$ cat src/rtl/bcd_serial_addsub.sv
// Digit-serial signed BCD adder/subtractor.
// One BCD digit is processed per clock through a single 4-bit add with +6
// correction. Subtraction adds the 9's complement of b with carry-in 1; a
// negative difference is turned into its magnitude by a second pass
// (NEGFIX) that forms the 10's complement of the partial result.
module bcd_serial_addsub #(
  parameter int DIGITS = 4
) (
  input  logic                clk,
  input  logic                rst_n,
  input  logic                start,
  input  logic                sub,
  input  logic [4*DIGITS-1:0] a,
  input  logic [4*DIGITS-1:0] b,
  output logic                busy,
  output logic                done,
  output logic [4*DIGITS-1:0] result,
  output logic                carry,
  output logic                neg,
  output logic                invalid
);

  localparam int IW = (DIGITS > 1) ? $clog2(DIGITS) : 1;
  localparam logic [IW-1:0] LAST_IDX = IW'(DIGITS - 1);

  typedef enum logic [1:0] {
    IDLE   = 2'd0,
    RUN    = 2'd1,
    NEGFIX = 2'd2,
    DONE   = 2'd3
  } state_t;

  state_t state, state_next;

  logic [4*DIGITS-1:0] a_q, b_q;
  logic                sub_q;
  logic [IW-1:0]       idx;
  logic                c;

  logic                in_bad;
  logic                last;
  logic [3:0]          a_dig, b_dig, r_dig;
  logic [3:0]          op_x, op_y;
  logic [4:0]          s5;
  logic [3:0]          digit;
  logic                c_next;
  logic [4*DIGITS-1:0] result_upd;

  assign last  = (idx == LAST_IDX);
  assign a_dig = 4'(a_q >> {idx, 2'b00});
  assign b_dig = 4'(b_q >> {idx, 2'b00});
  assign r_dig = 4'(result >> {idx, 2'b00});

  // Flag any non-BCD digit on the live inputs so it can be latched at accept
  always_comb begin
    in_bad = 1'b0;
    for (int k = 0; k < DIGITS; k++) begin
      if (a[4*k +: 4] > 4'd9 || b[4*k +: 4] > 4'd9) in_bad = 1'b1;
    end
  end

  // Shared digit adder: RUN adds a[i] and (9's complement of) b[i]; NEGFIX
  // adds the 9's complement of the stored digit to the running carry
  always_comb begin
    op_x = a_dig;
    op_y = sub_q ? (4'd9 - b_dig) : b_dig;
    if (state == NEGFIX) begin
      op_x = 4'd9 - r_dig;
      op_y = 4'd0;
    end
    s5 = {1'b0, op_x} + {1'b0, op_y} + {4'd0, c};
    if (s5 > 5'd9) begin
      digit  = 4'(s5 + 5'd6);
      c_next = 1'b1;
    end else begin
      digit  = s5[3:0];
      c_next = 1'b0;
    end
  end

  // Result with the current digit position replaced by the new digit
  always_comb begin
    result_upd = result;
    for (int k = 0; k < DIGITS; k++) begin
      if (idx == IW'(k)) result_upd[4*k +: 4] = digit;
    end
  end

  // State register
  always_ff @(posedge clk or negedge rst_n) begin
    if (!rst_n) state <= IDLE;
    else        state <= state_next;
  end

  // Next-state logic
  always_comb begin
    state_next = state;
    case (state)
      IDLE:    if (start) state_next = in_bad ? DONE : RUN;
      RUN:     if (last) state_next = (sub_q && !c_next) ? NEGFIX : DONE;
      NEGFIX:  if (last) state_next = DONE;
      DONE:    state_next = IDLE;
      default: state_next = IDLE;
    endcase
  end

  // Operand latches, digit counter, result build-up and status flags
  always_ff @(posedge clk or negedge rst_n) begin
    if (!rst_n) begin
      a_q     <= '0;
      b_q     <= '0;
      sub_q   <= 1'b0;
      idx     <= '0;
      c       <= 1'b0;
      result  <= '0;
      carry   <= 1'b0;
      neg     <= 1'b0;
      invalid <= 1'b0;
      busy    <= 1'b0;
      done    <= 1'b0;
    end else begin
      done <= 1'b0;
      case (state)
        IDLE: begin
          if (start) begin
            a_q     <= a;
            b_q     <= b;
            sub_q   <= sub;
            idx     <= '0;
            c       <= sub;
            result  <= '0;
            carry   <= 1'b0;
            neg     <= 1'b0;
            invalid <= in_bad;
            busy    <= 1'b1;
          end
        end
        RUN: begin
          result <= result_upd;
          c      <= c_next;
          idx    <= last ? '0 : idx + 1'b1;
          if (last) begin
            if (!sub_q) begin
              carry <= c_next;
            end else if (!c_next) begin
              neg <= 1'b1;
              c   <= 1'b1;
            end
          end
        end
        NEGFIX: begin
          result <= result_upd;
          c      <= c_next;
          idx    <= last ? '0 : idx + 1'b1;
        end
        DONE: begin
          done <= 1'b1;
          busy <= 1'b0;
        end
        default: ;
      endcase
    end
  end

endmodule

$ cat config.mk
export PLATFORM = sky130hd
export DESIGN_NAME = bcd_serial_addsub
export DESIGN_NICKNAME = d
export VERILOG_FILES = /design/src/rtl/bcd_serial_addsub.sv
export SDC_FILE = /design/constraint.sdc
export NUM_CORES = 1
export LEC_CHECK = 0
export CAP_MARGIN = 30
export CORE_MARGIN = 2
export CORE_UTILIZATION = 50
export DETAILED_ROUTE_END_ITERATION = 12
export MAX_ROUTING_LAYER = met4
export PLACE_DENSITY = 0.77
export SLEW_MARGIN = 25
export SYNTH_ARGS = -nofsm -noshare
export SYNTH_HDL_FRONTEND = slang
export SYNTH_SLANG_ARGS = --single-unit
$ cat constraint.sdc
create_clock -name clk -period 5.6 [get_ports clk]
set_clock_uncertainty 0.15 [all_clocks]
set_input_delay 1.12 -clock clk [delete_from_list [all_inputs] [get_ports clk]]
set_output_delay 1.12 -clock clk [all_outputs]
set_load 0.02 [all_outputs]
==> reports/metrics.yaml <==
synth_cell_types: 38
grt_overflow: 0
finalMaxSlewViolations: 0
period_minus_slack_ps: 4379
ys_seq_elements: 59
async_reset_ff_share_pct: 100.0
final_nets: 374
hold_viol: 0
yosys_warnings: 0
syn_inst: 261
avgSynthCellArea_sq_um: 12.04
cp.buffers_inverters: 1
grt_pass1_wl_microns: 11450
cpPeakStageDelay_ps: 610
initial_core_util_pct: 52.44
cts_buffers: 9
worstPathArrival_ps: 4490
critPathKind: "flop to flop"
gp_congestion: 0.8591
path_max_fanout: 9
design.die.area_sq_mm: 0.006934
synthFlopType: "dfrtp_1"
tns_ps: 0
yosys.area.top_type: "dfrtp_1"
routedWlPerCell_microns: 17.34
antenna_found_initial: 0
io_buffers: 56
cts_setup_buffers: 0
synth_edf_count: 0
max_freq_mhz: 228.4
cts_root_buf: "clkbuf_8"
slew_headroom_pct: 51.58
setup_ws_ps: 1221
die_h_microns: 83.27
cts_tree: "done"
setup_viol: 0
drtAntennaViolNets: 0
slowest_stage: "dfrtp_1"
worstMarginPinSlew_ps: 726.3
first_global_vias: 2409
hold_class: "flop to flop"
end_kind: "flop"
grt_max_degree: 60
final_cell_mix: "dfrtp_1, clkdlybuf4s50_1, mux2_2"
fillCellCount: 464
drc: 0
io_pins: 57
drive_above_1_share_pct: 22.46
rsz0062_at_grt: "no"
status: "finished clean"
post-place-ws_ps: 971.9
path_clk_slew_ps: 70
die_width_microns: 83.27
viasPerCell: 5.735
insertedDiodeCount: 0
max-cap-violations: 0
post_cts_resized: 0
ff2ff_setup_slack_ps: 1220
hold_buffers: 0
drt-total-wl_microns: 6934
instances_no_fill: 400
dp_hpwl_microns: 5019
drt_iter0_markers: 99
clockBufferDepth: 2
final_common_cell: "dfrtp_1"
crit_chain: "buf_8, mux4_2, xor2_1, nand2_1, fa_1, fa_1, xor2_1, ha_1, a22oi_1, a311oi_4, mux2_2, o21ai_0"
syn_nets: 314
synth_area_leaders: "dfrtp_1, mux2_2, mux4_2"
ys_seq_area_share_pct: 46.99
vias: 2294
clkSinkCount: 59
clk_latency_ps: 350
dr.pass1.iters: 4
floorplan.rows: 28
dp_cells: 384
htreeDepth: 3
crit_required_ps: 5710
period_share_pct: 78.19
syn_area_sq_mm: 0.003142
gr-usage-all-layers_pct: 21.89
yosys.area.top_type_share_pct: 46.99
coreArea_sq_mm: 0.005991
startpoint_type: "flop"
synthToLayoutAreaGrowth_pct: 26.09
critical-path-top-delay-family: "adder cells"
registers in the layout, summed over array words and instances, names as in the netlist:
name     flops
a_q         16
idx          2
b_q         16
sub_q        1
c            1
busy         1
neg          1
invalid      1
result      16
state        2
carry        1
done         1
per-stage QoR:
step / cell area [sq um] / hold slack, ps / utilization [%]
final: 3961 / 342.4 / 66.12
after global routing: 3961 / 366.2 / 66.12
after CTS: 3946 / 350.4 / 65.87
after detailed placement: 3767 / 335.7 / 62.89
after global placement: 3767 / 318.0 / 62.89
after floorplan: 3142 / 323.9 / -
cell families after synthesis:
logic type | after synthesis | share of synthesized area, %
DFF | 59 | 46.99
AOI/OAI and AO/OA | 54 | 11.19
muxes | 53 | 23.26
and+or+nand+nor | 48 | 6.889
buffers and inverters | 25 | 3.026
adders and majority gates | 17 | 7.248
xor gates and xnor gates | 5 | 1.394
synth_stat cells, types with 2 or more instances:
master,count
mux4_2,12
nor2_1,11
a21oi_1,4
ha_1,15
a31oi_1,2
nor2b_1,2
xnor2_1,2
nand2b_1,2
clkbuf_1,8
o31ai_1,5
nand4_1,2
o21ai_0,27
mux2_2,40
fa_1,2
o21a_1,3
nand3_1,5
dfrtp_1,59
inv_1,15
a21o_1,2
nand2_1,23
xor2_1,3
final cells by class:
cell class	instances	area, sq um	share of cell area (%)
clock buffer	13	168.9	4.264
clock inverter	2	10.01	0.2527
inverter	15	56.30	1.421
multi-input combinational	177	1570	39.64
sequential	59	1476	37.27
tap	75	93.84	2.369
timing repair buffer	59	585.6	14.78
worst register-to-register path, cell delays in order, from the launching register on:
cell and delay, ps:
dfrtp_1 610, buf_8 220, mux4_2 520, xor2_1 140
nand2_1 90, fa_1 410, fa_1 420, xor2_1 360
ha_1 290, a22oi_1 120, a311oi_4 370, mux2_2 410
o21ai_0 180
path summary, 6_finish.rpt:
kind                         start          to  cells past startpoint
min                        invalid     invalid                      2
max                         idx[0]  result[14]                     12
max reg2reg                 idx[0]  result[14]                     12
min in group asynchronous    rst_n   result[8]                      2
min reg2reg                invalid     invalid                      2
max in group asynchronous    rst_n      a_q[8]                      2
routing by layer:
metal  vias to the layer above  global-route usage, %  part of all wire, %  wire (microns)
met5                         -                      -                    0               0
met2                        72                  36.58                   53            3676
li1                       1069                      -                    -               -
met1                      1136                  25.23                   40            2744
met3                        17                  3.877                  4.8             331
met4                         0                  11.48                  2.6             182
Power is left out: the tool's default activity adds up to more than one toggle a clock period on the data nets, which glitch-free logic cannot reach.
